`config.mk`:
```
export PLATFORM = sky130hd
export DESIGN_NAME = hazard_ctrl_flat
export DESIGN_NICKNAME = d
export VERILOG_FILES = /design/src/rtl/cpu_pkg.sv /design/src/rtl/hazard_ctrl_if.sv /design/src/rtl/sat_counter.sv /design/src/rtl/hazard_ctrl.sv /design/src/flat_wrapper.sv
export SDC_FILE = /design/constraint.sdc
export NUM_CORES = 1
export LEC_CHECK = 0
export ABC_AREA = 1
export BUFFER_PORTS_ARGS = -buffer_cell sky130_fd_sc_hd__buf_2
export CAP_MARGIN = 20
export CORE_MARGIN = 2
export CORE_UTILIZATION = 45
export DETAILED_ROUTE_END_ITERATION = 7
export GPL_TIMING_DRIVEN = 0
export PLACE_DENSITY = 0.69
export SYNTH_ARGS = -nofsm -noshare
export SYNTH_HDL_FRONTEND = slang
export SYNTH_SLANG_ARGS = --single-unit
```
`constraint.sdc`:
```
create_clock -name clk -period 2.1 [get_ports clk]
set_input_delay 0 -clock clk [delete_from_list [all_inputs] [get_ports clk]]
set_output_delay 0 -clock clk [all_outputs]
set_load 0.02 [all_outputs]
```
`src/rtl/cpu_pkg.sv`:
```
// Shared pipeline-control types and constants.
// Used by the hazard controller and the flush consumers.
package cpu_pkg;

  typedef enum logic [1:0] {
    ST_RUN     = 2'd0,
    ST_MEMWAIT = 2'd1,
    ST_FLUSH   = 2'd2,
    ST_BAD     = 2'd3
  } state_t;

  localparam logic [4:0]  REG_ZERO = 5'd0;
  localparam logic [31:0] NOP      = 32'h0000_0013;

  function automatic logic load_use(
    input logic       mem_read,
    input logic [4:0] rd,
    input logic [4:0] rs1,
    input logic       use1,
    input logic [4:0] rs2,
    input logic       use2
  );
    return mem_read && (rd != REG_ZERO) &&
           ((use1 && rs1 == rd) || (use2 && rs2 == rd));
  endfunction

endpackage

```
`src/rtl/hazard_ctrl_if.sv`:
```
// Hazard inputs from ID/EX/MEM and stage enables back.
// master = pipeline datapath, slave = hazard controller.
interface hazard_ctrl_if;
  logic [4:0] id_rs1;
  logic [4:0] id_rs2;
  logic       id_use_rs1;
  logic       id_use_rs2;
  logic [4:0] ex_rd;
  logic       ex_mem_read;
  logic       ex_branch_taken;
  logic       ex_jump;
  logic       dmem_req;
  logic       dmem_ready;
  logic       pc_we;
  logic       ifid_we;
  logic       ifid_flush;
  logic       idex_flush;
  logic       exmem_we;

  modport master (
    output id_rs1, id_rs2, id_use_rs1, id_use_rs2,
    output ex_rd, ex_mem_read, ex_branch_taken, ex_jump,
    output dmem_req, dmem_ready,
    input  pc_we, ifid_we, ifid_flush, idex_flush, exmem_we
  );

  modport slave (
    input  id_rs1, id_rs2, id_use_rs1, id_use_rs2,
    input  ex_rd, ex_mem_read, ex_branch_taken, ex_jump,
    input  dmem_req, dmem_ready,
    output pc_we, ifid_we, ifid_flush, idex_flush, exmem_we
  );
endinterface

```
`src/rtl/sat_counter.sv`:
```
// Saturating up-counter with synchronous clear.
// Holds at all-ones once reached.
module sat_counter #(
  parameter int W = 16
) (
  input  logic         clk,
  input  logic         clear,
  input  logic         inc,
  output logic [W-1:0] cnt
);

  // count up on inc, stick at max, clear wins
  always_ff @(posedge clk) begin
    if (clear) begin
      cnt <= '0;
    end else if (inc && cnt != '1) begin
      cnt <= cnt + W'(1);
    end
  end

endmodule

```
`src/rtl/hazard_ctrl.sv`:
```
// Pipeline sequencing: memory wait > redirect > load-use.
// Small FSM covers memory wait timeout and redirect flush.
import cpu_pkg::*;

module hazard_ctrl #(
  parameter int BR_FLUSH    = 1,
  parameter int MEM_TIMEOUT = 64,
  parameter int CNT_W       = 16
) (
  input  logic             clk,
  input  logic             rst_n,
  hazard_ctrl_if.slave     hz,
  output logic             mem_timeout,
  output logic [1:0]       state_o,
  output logic [CNT_W-1:0] perf_stall,
  output logic [CNT_W-1:0] perf_flush
);

  localparam int FC_W =
    (BR_FLUSH > 0) ? $clog2(BR_FLUSH + 1) : 1;
  localparam int WC_W =
    (MEM_TIMEOUT > 1) ? $clog2(MEM_TIMEOUT) : 1;
  localparam logic [WC_W-1:0] WC_MAX =
    WC_W'(MEM_TIMEOUT - 1);
  localparam logic [FC_W-1:0] FC_INIT =
    FC_W'(BR_FLUSH);

  state_t          state_q, state_d;
  state_t          ret_q, ret_d;
  state_t          eff;
  logic [FC_W-1:0] fcnt_q, fcnt_d;
  logic [WC_W-1:0] wcnt_q, wcnt_d;
  logic            tmo_d;
  logic            w, r, l;
  logic            pc_we, ifid_we, exmem_we;
  logic            ifid_flush, idex_flush;
  logic            clr;

  assign w = hz.dmem_req & ~hz.dmem_ready;
  assign r = hz.ex_branch_taken | hz.ex_jump;
  assign l = load_use(hz.ex_mem_read, hz.ex_rd,
                      hz.id_rs1, hz.id_use_rs1,
                      hz.id_rs2, hz.id_use_rs2);

  // MEMWAIT behaves as its return state once memory releases
  always_comb begin
    unique case (state_q)
      ST_MEMWAIT: eff = ret_q;
      ST_FLUSH:   eff = ST_FLUSH;
      default:    eff = ST_RUN;
    endcase
  end

  // next state, counters and stage enables
  always_comb begin
    state_d    = state_q;
    ret_d      = ret_q;
    fcnt_d     = fcnt_q;
    wcnt_d     = wcnt_q;
    tmo_d      = mem_timeout;
    pc_we      = 1'b1;
    ifid_we    = 1'b1;
    exmem_we   = 1'b1;
    ifid_flush = 1'b0;
    idex_flush = 1'b0;
    if (w) begin
      pc_we    = 1'b0;
      ifid_we  = 1'b0;
      exmem_we = 1'b0;
      if (state_q == ST_MEMWAIT) begin
        if (wcnt_q == WC_MAX) begin
          tmo_d = 1'b1;
        end else begin
          wcnt_d = wcnt_q + WC_W'(1);
        end
      end else begin
        state_d = ST_MEMWAIT;
        ret_d   = eff;
        wcnt_d  = '0;
      end
    end else begin
      priority case (1'b1)
        (eff == ST_FLUSH): begin
          ifid_flush = 1'b1;
          if (fcnt_q <= FC_W'(1)) begin
            state_d = ST_RUN;
            fcnt_d  = '0;
          end else begin
            state_d = ST_FLUSH;
            fcnt_d  = fcnt_q - FC_W'(1);
          end
        end
        r: begin
          ifid_flush = 1'b1;
          idex_flush = 1'b1;
          if (BR_FLUSH > 0) begin
            state_d = ST_FLUSH;
            fcnt_d  = FC_INIT;
          end else begin
            state_d = ST_RUN;
          end
        end
        l: begin
          pc_we      = 1'b0;
          ifid_we    = 1'b0;
          idex_flush = 1'b1;
          state_d    = ST_RUN;
        end
        default: state_d = ST_RUN;
      endcase
    end
    if (state_q == ST_BAD) begin
      state_d = ST_RUN;
    end
  end

  // state register, flush/wait counts, sticky timeout
  always_ff @(posedge clk) begin
    if (!rst_n) begin
      state_q     <= ST_RUN;
      ret_q       <= ST_RUN;
      fcnt_q      <= '0;
      wcnt_q      <= '0;
      mem_timeout <= 1'b0;
    end else begin
      state_q     <= state_d;
      ret_q       <= ret_d;
      fcnt_q      <= fcnt_d;
      wcnt_q      <= wcnt_d;
      mem_timeout <= tmo_d;
    end
  end

  assign hz.pc_we      = pc_we;
  assign hz.ifid_we    = ifid_we;
  assign hz.exmem_we   = exmem_we;
  assign hz.ifid_flush = ifid_flush;
  assign hz.idex_flush = idex_flush;
  assign state_o       = state_q;
  assign clr           = ~rst_n;

  sat_counter #(.W(CNT_W)) u_stall (
    .clk   (clk),
    .clear (clr),
    .inc   (~pc_we),
    .cnt   (perf_stall)
  );

  sat_counter #(.W(CNT_W)) u_flush (
    .clk   (clk),
    .clear (clr),
    .inc   (ifid_flush),
    .cnt   (perf_flush)
  );

endmodule

```
`src/flat_wrapper.sv`:
```
// flat-port wrapper written by rule: the top's interface ports become plain ports
module hazard_ctrl_flat 
#(
  parameter int BR_FLUSH    = 1,
  parameter int MEM_TIMEOUT = 64,
  parameter int CNT_W       = 16
)
  (clk, rst_n, mem_timeout, state_o, perf_stall, perf_flush, hz_id_rs1, hz_id_rs2, hz_id_use_rs1, hz_id_use_rs2, hz_ex_rd, hz_ex_mem_read, hz_ex_branch_taken, hz_ex_jump, hz_dmem_req, hz_dmem_ready, hz_pc_we, hz_ifid_we, hz_ifid_flush, hz_idex_flush, hz_exmem_we);
  hazard_ctrl_if hz_i ();
  input  logic clk;
  input  logic rst_n;
  output logic mem_timeout;
  output logic [1:0] state_o;
  output logic [CNT_W-1:0] perf_stall;
  output logic [CNT_W-1:0] perf_flush;
  input wire logic [$bits(hz_i.id_rs1)-1:0] hz_id_rs1;
  input wire logic [$bits(hz_i.id_rs2)-1:0] hz_id_rs2;
  input wire logic [$bits(hz_i.id_use_rs1)-1:0] hz_id_use_rs1;
  input wire logic [$bits(hz_i.id_use_rs2)-1:0] hz_id_use_rs2;
  input wire logic [$bits(hz_i.ex_rd)-1:0] hz_ex_rd;
  input wire logic [$bits(hz_i.ex_mem_read)-1:0] hz_ex_mem_read;
  input wire logic [$bits(hz_i.ex_branch_taken)-1:0] hz_ex_branch_taken;
  input wire logic [$bits(hz_i.ex_jump)-1:0] hz_ex_jump;
  input wire logic [$bits(hz_i.dmem_req)-1:0] hz_dmem_req;
  input wire logic [$bits(hz_i.dmem_ready)-1:0] hz_dmem_ready;
  output wire logic [$bits(hz_i.pc_we)-1:0] hz_pc_we;
  output wire logic [$bits(hz_i.ifid_we)-1:0] hz_ifid_we;
  output wire logic [$bits(hz_i.ifid_flush)-1:0] hz_ifid_flush;
  output wire logic [$bits(hz_i.idex_flush)-1:0] hz_idex_flush;
  output wire logic [$bits(hz_i.exmem_we)-1:0] hz_exmem_we;
  assign hz_i.id_rs1 = hz_id_rs1;
  assign hz_i.id_rs2 = hz_id_rs2;
  assign hz_i.id_use_rs1 = hz_id_use_rs1;
  assign hz_i.id_use_rs2 = hz_id_use_rs2;
  assign hz_i.ex_rd = hz_ex_rd;
  assign hz_i.ex_mem_read = hz_ex_mem_read;
  assign hz_i.ex_branch_taken = hz_ex_branch_taken;
  assign hz_i.ex_jump = hz_ex_jump;
  assign hz_i.dmem_req = hz_dmem_req;
  assign hz_i.dmem_ready = hz_dmem_ready;
  assign hz_pc_we = hz_i.pc_we;
  assign hz_ifid_we = hz_i.ifid_we;
  assign hz_ifid_flush = hz_i.ifid_flush;
  assign hz_idex_flush = hz_i.idex_flush;
  assign hz_exmem_we = hz_i.exmem_we;
  hazard_ctrl #(.BR_FLUSH(BR_FLUSH), .MEM_TIMEOUT(MEM_TIMEOUT), .CNT_W(CNT_W)) u_core (.clk(clk), .rst_n(rst_n), .hz(hz_i), .mem_timeout(mem_timeout), .state_o(state_o), .perf_stall(perf_stall), .perf_flush(perf_flush));
endmodule
```
==> summary.md, run 1 <==
| Metric | Value |
|---|---|
| Status | `completed` |
| ANT nets after route | `0` |
| Syn Inst Count | `~400` |
| Fillers | `just over 600` |
| #FFs+latches synth | `between 40 and 50` |
| Area share of fa/ha/maj cells after synthesis | `2.814%` |
| Worst Tran Pin Value | `slightly below 700 ps` |
| Final hold vios | `0` |
| Multi-input gate area | `1569 um^2` |
| Cell Pwr Density | `between 500 and 600 nW/um^2` |
| CP max FO | `10` |
| CTS Buffer Depth | `2` |
| Synth-to-layout area growth | `21.72%` |
| Worst path required time | `around 2100 ps` |
| Final worst-path cycle share | `between 90% and 100%` |
| Final GP Congestion | `~0.85` |
| Largest family of logic cells by synthesized area | `simple AND/OR/NAND/NOR gates` |
| Final setup TNS | `0 ps` |
| Max-slew violations | `0` |
| Clock root cell | `clkbuf_8` |
| Global-route wire length before repair | `between 10000 and 15000 um` |
| Routed wire length | `between 6000 and 7000 um` |
| Worst-Skew Late Latency | `a little under 300 ps` |
| Synth top area share | `between 30% and 40%` |
| Hold path depth | `3` |
| Slew headroom | `53.68%` |
| Hold-fix buffers, CTS | `0` |
| Most frequent cells after synthesis | `nand2_1 (111), inv_1 (45), nor2_1 (45)` |
| Port Buffer Count | `63` |
| Antenna violations before repair | `0` |
| CP Launch Type | `flip-flop` |
| DR vias | `between 2000 and 3000` |
| Minimum clock period | `1972 ps` |
| Pin count of the biggest net entering global routing | `13` |
| Compound-Gate Fraction of Synth Area | `just over 10%` |
| Seq/Total Area, Yosys | `32.27%` |
| Avg WL per Cell | `approximately 12 um` |
| Avg Inst Size Synth | `6.619 um^2` |
| Async SR Flop Fraction | `0%` |
| Die Width | `about 80 um` |
| Synth warn | `0` |
| Grt ovf | `0` |
| FF-to-FF path depth | `9` |
| Top cells by area, synth | `dfxtp_1 (32%), nand2_1 (16%), inv_1 (6.3%)` |
| Die H | `just over 80 um` |
| Die area | `between 6000 and 7000 um^2` |
| CTS clk-pin slew, worst paths | `around 80 ps` |
| Prevailing post-synth register cell | `dfxtp_1` |
| Share of layout cells above drive strength 1 | `a little under a quarter` |
| Total GRT Usage | `a little over a fifth` |
| R2r setup slk | `about 160 ps` |
| Initial Util | `45.87%` |
| Core Area | `around 5800 um^2` |
| CTS Sinks | `43` |
| Io pins | `64` |
| DR iter-0 viols | `118` |
| Multiplexer share of the synthesized area | `0%` |
| Count leader, synth | `nand2_1` |
| Post-synth EDFFs | `0` |
| # diodes | `0` |
| FF/Latch Area | `roughly 870 um^2` |
| Row cnt | `28` |
| Final nets | `~500` |
| Maximum vdd drop | `0.0002800 V` |
| Hold Crit Class | `in -> reg` |
| Fin area | `roughly 3200 um^2` |
| Worst hold endpoint | `u_core.u_flush.cnt[14]` |
| Worst hold start | `rst_n` |
| Distinct cell type count after synthesis | `34` |
| Placed Cells | `roughly 540` |
| Vias/cell | `~5` |
| Non-filler cells, final | `approximately 550` |
| DRC violations left | `0` |
| CTS tree | `yes` |
| Cell area after synthesis | `roughly 2700 um^2` |
| RSZ-0062 raised after global routing | `no` |
| Yosys top cell by area | `dfxtp_1` |
| Simple-gate area share of the yosys netlist | `between 30% and 40%` |
| Vias in the first global route | `around 2500` |
| Fmax | `slightly above 500 MHz` |
| WS Path Type | `reg -> out` |
| Worst r2r src | `u_core.u_stall.cnt[0]` |
| H-tree depth | `2` |
| Final setup fails | `0` |
| Clock Skew | `~5.4 ps` |
| Leakage power | `about 0.0015 uW` |
| TritonRoute pass-1 iters | `5` |
| Post-DP HPWL | `between 4000 and 5000 um` |
| Worst r2r dst | `u_core.u_stall.cnt[7]` |
| Worst Path Arrival | `~2000 ps` |
| Crit end category | `primary output` |
| Synth Area in XOR/XNOR | `under 10%` |
| Max_cap viols | `0` |
| Mapped Nets | `between 400 and 500` |
| Post-DP Area | `~3100 um^2` |
| Total CTS buffers | `5` |
[sequential cells by signal (all words and copies together) (netlist names)]
signal and flops:
u_core.u_flush.cnt 16, u_core.mem_timeout 1, u_core.ret_q 2, u_core.wcnt_q 6, u_core.u_stall.cnt 16, u_core.state_o 2
[cell usage in the layout (no fill, tap or decap)]
| cell type | Yosys | layout |
|---|---|---|
| a2111oi_0 | 1 | 1 |
| a21oi_1 | 22 | 21 |
| a21oi_2 | 9 | 10 |
| a31oi_1 | 1 | 1 |
| and3_1 | 1 | 1 |
| buf_1 | 1 | 1 |
| buf_2 | 3 | 66 |
| buf_4 | 1 | 5 |
| buf_6 | 1 | 1 |
| buf_8 | 1 | 1 |
| clkbuf_1 | 3 | 3 |
| clkbuf_8 | 0 | 8 |
| dfxtp_1 | 43 | 41 |
| dfxtp_2 | 0 | 1 |
| dfxtp_4 | 0 | 1 |
| ha_1 | 6 | 5 |
| ha_4 | 0 | 1 |
| inv_1 | 45 | 45 |
| inv_2 | 8 | 8 |
| nand2_1 | 111 | 111 |
| nand2_2 | 7 | 6 |
| nand2_4 | 1 | 2 |
| nand3_1 | 21 | 21 |
| nand3_4 | 1 | 1 |
| nand3b_1 | 1 | 1 |
| nand4_1 | 20 | 20 |
| nor2_1 | 45 | 45 |
| nor2_4 | 1 | 1 |
| nor3_1 | 10 | 10 |
| nor3b_1 | 1 | 1 |
| nor3b_4 | 1 | 1 |
| nor4_1 | 3 | 3 |
| o21ai_0 | 9 | 9 |
| o21ai_1 | 2 | 1 |
| o21ai_2 | 0 | 1 |
| o21bai_1 | 1 | 1 |
| o32a_1 | 1 | 1 |
| xnor2_1 | 4 | 4 |
| xor2_1 | 17 | 17 |
[per-layer routing]
metal  GRT usage (%)  wire length, um
met5               0                0
met2           37.27             3090
met1           25.75             3014
met3           4.000              281
met4           4.746               54
[critical path, cell delays in order (launching register included)]
cell and delay [ps]:
dfxtp_4 370, inv_1 60, ha_1 300, a21oi_2 140, o21ai_2 80, nand2_1 100, nand2_4 110, clkbuf_8 190
nand2_1 90, buf_4 100, buf_2 150
[per-stage QoR]
stage | hold WS (ps) | utilization [%] | setup WS [ps] | power (uW)
after CTS | 59.39 | 54.88 | 4.371 | 1660
after global placement | 358.4 | 52.90 | 50.28 | 1068
after floorplan | 178.2 | - | 109.0 | 994.7
after global routing | 67.39 | 55.83 | 2.341 | 1730
final | 51.86 | 55.83 | 128.3 | 1650
after detailed placement | 374.2 | 52.90 | 43.56 | 1072
[power by group]
part,switching [uW],internal (uW)
Sequential,12.8,825
Combinational,149,82.7
Clock,280,300
[cell families (layout without fill, tap and decap cells)]
family | after synthesis | after routing
simple gates | 224 | 224
fa+ha+maj | 6 | 6
flops | 43 | 43
buf+inv | 63 | 138
compound gates | 46 | 46
xor+xnor | 21 | 21
[repair_timing]
item                                    CTS  global route
cloned                                    0             0
buffers inserted                          0             4
pin swaps                                 0             1
endpoints found under the setup margin    2            18
resized for setup                         4             7
[final cells by class]
cell class | instances | share of cell area (%)
buffer | 10 | 2.274
clock buffer | 8 | 3.083
inverter | 53 | 6.127
multi-input combinational | 297 | 48.32
sequential | 43 | 26.67
tap | 75 | 2.890
timing repair buffer | 67 | 10.64
[worst max-delay path by stage]
stage / end / cells after the start / start
2_1_floorplan: u_core.u_flush.cnt[4] / 11 / u_core.state_o[0]
3_3_place_gp: u_core.u_stall.cnt[7] / 10 / u_core.state_o[1]
3_5_place_dp: u_core.u_stall.cnt[7] / 10 / u_core.state_o[1]
4_1_cts: hz_pc_we / 11 / u_core.state_o[1]
5_1_grt: u_core.u_stall.cnt[14] / 10 / u_core.u_stall.cnt[1]
6_report: hz_pc_we / 10 / u_core.state_o[0]
Note: power is estimated with default switching activity, not from simulation.
==> run 2, diff against run 1 <==
BUFFER_PORTS_ARGS = -buffer_cell sky130_fd_sc_hd__buf_4   (was -buffer_cell sky130_fd_sc_hd__buf_2)
RECOVER_POWER = 100   (was not set)
==> run 2 against run 1 <==
Maximum frequency down 0.32%. Largest power group unchanged. Highest routed layer unchanged. Critical path depth unchanged. Global-route usage up 0.26 points. Register-to-register slack about the same.
==> summary.md, run 2 (synthesis results as in run 1) <==
| Metric | Value |
|---|---|
| Final setup fails | `0 (unchanged)` |
| Switching Share | `26.76% (about the same)` |
| Routed wire length | `6359 um (-1.3%)` |
| Commonest non-fill, non-tap cells in the layout | `nand2_1 (111), buf_4 (65), inv_1 (45), nor2_1 (45), dfxtp_1 (41)` |
| Final nets | `504 (-0.59%)` |
| Vias in the first global route | `2562 (+1.4%)` |
| DR vias | `2756 (-0.68%)` |
| Max incr delay on CP | `340 ps (-30 ps)` |
| Hold Crit Class | `in -> reg` |
| Final worst-path cycle share | `94.20% (+0.30 points)` |
| CTS Sinks | `43 (unchanged)` |
| Row cnt | `28 (unchanged)` |
| NetSw | `446.5 uW (+1.1%)` |
| Final GP Congestion | `0.8131 (-4.1%)` |
| Max_cap viols | `0 (unchanged)` |
| Final setup margin | `121.9 ps (-6.374 ps)` |
| Share of layout cells above drive strength 1 | `23.37% (-0.48 points)` |
| Fin util | `58.03% (+2.2 points)` |
| Synth-to-layout area growth | `26.50%` |
| Worst-Skew Late Latency | `300 ps (about the same)` |
| Worst Path Arrival | `1980 ps (about the same)` |
| CP Launch Type | `flip-flop` |
| Io pins | `64 (unchanged)` |
| Max-slew violations | `0 (unchanged)` |
| Total CTS buffers | `5 (unchanged)` |
| Worst path required time | `2100 ps (about the same)` |
| DR iter-0 viols | `139 (+18%)` |
| Crit end category | `primary output` |
| Cell Pwr Density | `494.5 nW/um^2 (-2.7%)` |
| Pint | `1222 uW (+1.1%)` |
| Port Buffer Count | `63 (unchanged)` |
| Post-DP HPWL | `4888 um (-0.31%)` |
| Overall Power | `1669 uW (+1.1%)` |
| Non-filler cells, final | `550 (-0.54%)` |
| Die area | `6559 um^2 (unchanged)` |
| Largest regs | `u_core.u_flush.cnt: 16 flops, u_core.u_stall.cnt: 16 flops, u_core.wcnt_q: 6 flops` |
| WS Path Type | `reg -> out` |
| Total GRT Usage | `21.08% (+0.26 points)` |
| H-tree depth | `2 (unchanged)` |
| Final hold vios | `0 (unchanged)` |
| TritonRoute pass-1 iters | `4 (-1)` |
| Crit path max-delay family | `buffers and inverters` |
| CTS Buffer Depth | `2 (unchanged)` |
| Die Width | `80.99 um (unchanged)` |
| ANT nets after route | `0 (unchanged)` |
| CP Buf/Inv Count | `5 (+1)` |
| Vias/cell | `5.011 (-0.14%)` |
| Initial Util | `45.87% (unchanged)` |
| CTS tree | `yes` |
| CP cell instances | `inv_1 > ha_2 > inv_1 > o21ai_2 > nand2_1 > nand2_4 > clkbuf_8 > nand2_1 > buf_4 > buf_4` |
| Fillers | `569 (-8.5%)` |
| Slew headroom | `57.39% (+3.7 points)` |
| Fmax | `505.5 MHz (-0.32%)` |
| # diodes | `0 (unchanged)` |
| Status | `completed` |
| CP max FO | `10 (unchanged)` |
| Minimum clock period | `1978 ps (+6.374 ps)` |
| Hold-fix buffers, CTS | `0 (unchanged)` |
| RSZ-0062 raised after global routing | `yes` |
| Clock root cell | `clkbuf_8` |
| Maximum vdd drop | `0.0003644 V (+30%)` |
| Sequential power share | `50.3% (-0.5 points)` |
| Commonest non-fill, non-tap cell in the layout | `nand2_1` |
| CTS clk-pin slew, worst paths | `80 ps (about the same)` |
| Global-route wire length before repair | `11010 um (about the same)` |
| Logic pwr share | `14.6% (+0.6 points)` |
| Worst Tran Pin Value | `633.4 ps (-55.10 ps)` |
| Avg WL per Cell | `11.56 um (-0.72%)` |
| CP max-delay cell | `dfxtp_2` |
| DRC violations left | `0 (unchanged)` |
| Clock Skew | `5.027 ps (-0.3744 ps)` |
| Placed Cells | `541 (unchanged)` |
| Antenna violations before repair | `0 (unchanged)` |
| Leakage power | `0.001508 uW (+0.19%)` |
| Pin count of the biggest net entering global routing | `14 (+1)` |
| Clk pwr share | `35.1% (about the same)` |
| Fin Hold WS | `26.08 ps (-25.77 ps)` |
| Core Area | `5816 um^2 (unchanged)` |
| Die H | `80.99 um (unchanged)` |
| Grt ovf | `0 (unchanged)` |
| Pre-CTS worst setup slack | `42.30 ps (-1.258 ps)` |
## run 2: through the flow
step | area, um^2 | TNS (ps)
after floorplan | 2668 | 0
after global placement | 3234 | 0
after detailed placement | 3234 | 0
after CTS | 3353 | 0
after global routing | 3374 | -29.54
final | 3374 | 0
## run 2: path summary, 6_finish.rpt
| kind | cells after the start | startpoint | slack (ps) | to |
|---|---|---|---|---|
| max reg2reg | 12 | u_core.state_o[1] | 150 | u_core.u_flush.cnt[4] |
| min reg2reg | 2 | u_core.ret_q[0] | 460 | u_core.ret_q[0] |
| max | 10 | u_core.state_o[1] | 120 | hz_pc_we |
| min | 3 | rst_n | 30 | u_core.u_flush.cnt[11] |
## run 2: worst reg2reg max path: stages, from the launching register on
cell and delay [ps]:
dfxtp_2 340, inv_1 80, ha_2 230, nand2_1 80, a21oi_2 150, o21ai_2 80
nand2_1 100, nand2_4 110, inv_2 110, nand2_2 140, buf_4 220, nor3_1 160
nor2_1 70
## run 2: routing by layer
metal / GRT usage [%] / vias to the layer above / part of all wire [%]
li1: - / 1439 / -
met2: 37.85 / 61 / 48
met5: 0 / - / 0
met1: 25.82 / 1249 / 46
met3: 2.889 / 7 / 5.0
met4: 6.949 / 0 / 0.93
## run 2: repair_timing
action,in CTS,in global routing
pin swaps,0,1
resized for setup,4,8
endpoints found under the setup margin,2,25
buffers inserted,0,1
## run 2: area by class of cell
type | instances | area, um^2 | share of cell area, %
buffer | 10 | 76.32 | 2.262
clock buffer | 7 | 96.34 | 2.855
clock inverter | 1 | 7.507 | 0.2225
inverter | 53 | 201.4 | 5.970
multi-input combinational | 297 | 1559 | 46.20
sequential | 43 | 863.3 | 25.58
tap | 75 | 93.84 | 2.781
timing repair buffer | 64 | 476.7 | 14.13
## run 2: power by group through the flow
stage,clock network (uW),logic (uW),registers (uW)
after floorplan,0,128,867
after global placement,0,232,857
after detailed placement,0,237,858
after CTS,603,241,838
after global routing,628,275,842
final,586,244,839
==> run 3, diff against run 2 <==
RECOVER_POWER = not set   (was 100)
==> run 3 against run 2 <==
Via count shrank 0.36%. Non-clock buffer count is the same. Count of clock-buffer cells in the layout is the same. Power is essentially flat. Cell count is the same. Flip-flop and latch count is the same. Clock power is essentially flat. Die area is the same. Largest cell class unchanged.
==> summary.md, run 3 (synthesis results as in run 1) <==
| Metric | Value |
|---|---|
| Total CTS buffers | `5 (unchanged)` |
| Worst Path Arrival | `1980 ps (about the same)` |
| Core Area | `5816 um^2 (unchanged)` |
| Sequential power share | `50.3% (about the same)` |
| Worst path required time | `2100 ps (about the same)` |
| ANT nets after route | `0 (unchanged)` |
| Port Buffer Count | `63 (unchanged)` |
| Switching Share | `26.72% (-0.041 points)` |
| DR iter-0 viols | `139 (unchanged)` |
| NetSw | `445.6 uW (-0.21%)` |
| Final worst-path cycle share | `94.20% (about the same)` |
| H-tree depth | `2 (unchanged)` |
| Largest regs | `u_core.u_flush.cnt: 16 flops, u_core.u_stall.cnt: 16 flops, u_core.wcnt_q: 6 flops` |
| RSZ-0062 raised after global routing | `yes` |
| Grt ovf | `0 (unchanged)` |
| Die Width | `80.99 um (unchanged)` |
| CTS Buffer Depth | `2 (unchanged)` |
| Worst-Skew Late Latency | `300 ps (about the same)` |
| Initial Util | `45.87% (unchanged)` |
| Share of layout cells above drive strength 1 | `23.58% (+0.21 points)` |
| Minimum clock period | `1978 ps (+0.1040 ps)` |
| Status | `completed` |
| CTS tree | `yes` |
| Non-filler cells, final | `550 (unchanged)` |
| Final hold vios | `0 (unchanged)` |
| Routed wire length | `6370 um (+0.17%)` |
| Die area | `6559 um^2 (unchanged)` |
| # diodes | `0 (unchanged)` |
| Final setup margin | `121.8 ps (-0.1040 ps)` |
| Hold path depth | `3 (unchanged)` |
| Routed wl met2 | `3073 um (about the same)` |
| Multi-input gate area | `1559 um^2 (unchanged)` |
| Avg WL per Cell | `11.58 um (+0.17%)` |
| Hold-fix buffers, CTS | `0 (unchanged)` |
| Synth-to-layout area growth | `26.64%` |
| Max incr delay on CP | `340 ps (about the same)` |
| Worst r2r src | `u_core.state_o[1]` |
| Total GRT Usage | `21.08% (unchanged)` |
| Row cnt | `28 (unchanged)` |
| CP Buf/Inv Count | `5 (unchanged)` |
| Clk pwr share | `35.1% (about the same)` |
| Fmax | `505.5 MHz (about the same)` |
| CP Launch Type | `flip-flop` |
| Die H | `80.99 um (unchanged)` |
| Vias/cell | `4.993 (-0.36%)` |
| TritonRoute pass-1 iters | `4 (unchanged)` |
| Pin count of the biggest net entering global routing | `14 (unchanged)` |
| Pint | `1222 uW (about the same)` |
| Final setup fails | `0 (unchanged)` |
| Vias in the first global route | `2562 (unchanged)` |
| Logic pwr share | `14.6% (about the same)` |
| Commonest non-fill, non-tap cell in the layout | `nand2_1` |
| Worst hold start | `rst_n` |
| Cell Pwr Density | `493.7 nW/um^2 (-0.17%)` |
| Crit end category | `primary output` |
| R2r setup slk | `150 ps (about the same)` |
| Worst Tran Pin Value | `628.9 ps (-4.424 ps)` |
| DR vias | `2746 (-0.36%)` |
| CTS Sinks | `43 (unchanged)` |
| CP cell instances | `inv_1 > ha_2 > inv_1 > o21ai_2 > nand2_1 > nand2_4 > clkbuf_8 > nand2_1 > buf_4 > buf_4` |
| Max_cap viols | `0 (unchanged)` |
| Final GP Congestion | `0.8131 (unchanged)` |
| Clock root cell | `clkbuf_8` |
| Maximum vdd drop | `0.0003641 V (about the same)` |
| Max-slew violations | `0 (unchanged)` |
| WL met3 | `338 um (+6.3%)` |
| Leakage power | `0.001512 uW (+0.28%)` |
| Fillers | `569 (unchanged)` |
| DRC violations left | `0 (unchanged)` |
| Final setup TNS | `0 ps (unchanged)` |
| Slew headroom | `57.68% (+0.30 points)` |
| Metal-1 WL | `2890 um (-0.52%)` |
| Commonest non-fill, non-tap cells in the layout | `nand2_1 (111), buf_4 (66), inv_1 (45), nor2_1 (45), dfxtp_1 (41)` |
| Worst r2r dst | `u_core.u_flush.cnt[4]` |
| Final nets | `504 (unchanged)` |
| Pre-CTS worst setup slack | `42.30 ps (unchanged)` |
| FF-to-FF path depth | `12 (unchanged)` |
| Io pins | `64 (unchanged)` |
| CTS clk-pin slew, worst paths | `80 ps (about the same)` |
| Crit path max-delay family | `buffers and inverters` |
| CP max FO | `10 (unchanged)` |
| Post-DP HPWL | `4888 um (unchanged)` |
| Global-route wire length before repair | `11010 um (unchanged)` |
| Overall Power | `1668 uW (about the same)` |
| Worst hold endpoint | `u_core.u_flush.cnt[11]` |
| Placed Cells | `541 (unchanged)` |
| Clock Skew | `4.986 ps (-0.04158 ps)` |
| Hold Crit Class | `in -> reg` |
| WS Path Type | `reg -> out` |
| Antenna violations before repair | `0 (unchanged)` |
| FF/Latch Area | `863.3 um^2 (unchanged)` |
| CP max-delay cell | `dfxtp_2` |
| Top routing layer in use | `met4` |
| Worst path depth | `10 (unchanged)` |
[run 3: how the worst max path moves through the flow]
stage	from	end	slack, ps
after detailed placement	u_core.state_o[1]	hz_pc_we	40
after global placement	u_core.state_o[1]	hz_pc_we	50
final	u_core.state_o[1]	hz_pc_we	120
after CTS	u_core.state_o[1]	hz_pc_we	6
after floorplan	u_core.state_o[0]	u_core.u_flush.cnt[4]	110
after global routing	u_core.state_o[1]	hz_pc_we	-30
[run 3: area by class of cell]
| class | count | share of cell area, % |
|---|---|---|
| repair buffers | 64 | 14.22 |
| multi-input cells | 297 | 46.15 |
| flip-flops and latches | 43 | 25.56 |
| clock inverters | 1 | 0.2222 |
| plain buffers | 10 | 2.259 |
| clock buffers | 7 | 2.852 |
| inverters | 53 | 5.963 |
| well taps | 75 | 2.778 |
[run 3: stage by stage]
| stage | cell area (um^2) | hold WS, ps | utilization (%) |
|---|---|---|---|
| 6_report | 3378 | 26.44 | 58.09 |
| 5_1_grt | 3378 | 53.86 | 58.09 |
| 4_1_cts | 3353 | 26.87 | 57.66 |
| 3_5_place_dp | 3234 | 342.5 | 55.62 |
| 3_3_place_gp | 3234 | 337.8 | 55.62 |
| 2_1_floorplan | 2668 | 178.2 | - |
[run 3: power by group through the flow]
stage	sequential (uW)	clock (uW)	combinational, uW
after detailed placement	858	0	237
after global placement	857	0	232
after global routing	842	628	275
final	839	585	244
after CTS	838	603	241
after floorplan	867	0	128
[run 3: layer usage]
layer	vias to the layer above	global-route usage, %
li1	1435	-
met1	1237	25.82
met2	65	37.85
met3	9	2.889
met4	0	6.949
met5	-	0
[run 3: worst register-to-register path: stages (launching register included)]
cell	delay [ps]
dfxtp_2	340
inv_1	80
ha_2	230
nand2_1	80
a21oi_2	150
o21ai_2	80
nand2_1	100
nand2_4	110
inv_2	120
nand2_2	130
buf_4	220
nor3_1	160
nor2_1	70
[run 3: repair_timing]
action	CTS	global route
pin swaps	0	1
setup buffers	0	1
gates resized for setup	4	8
setup endpoints to repair	2	25
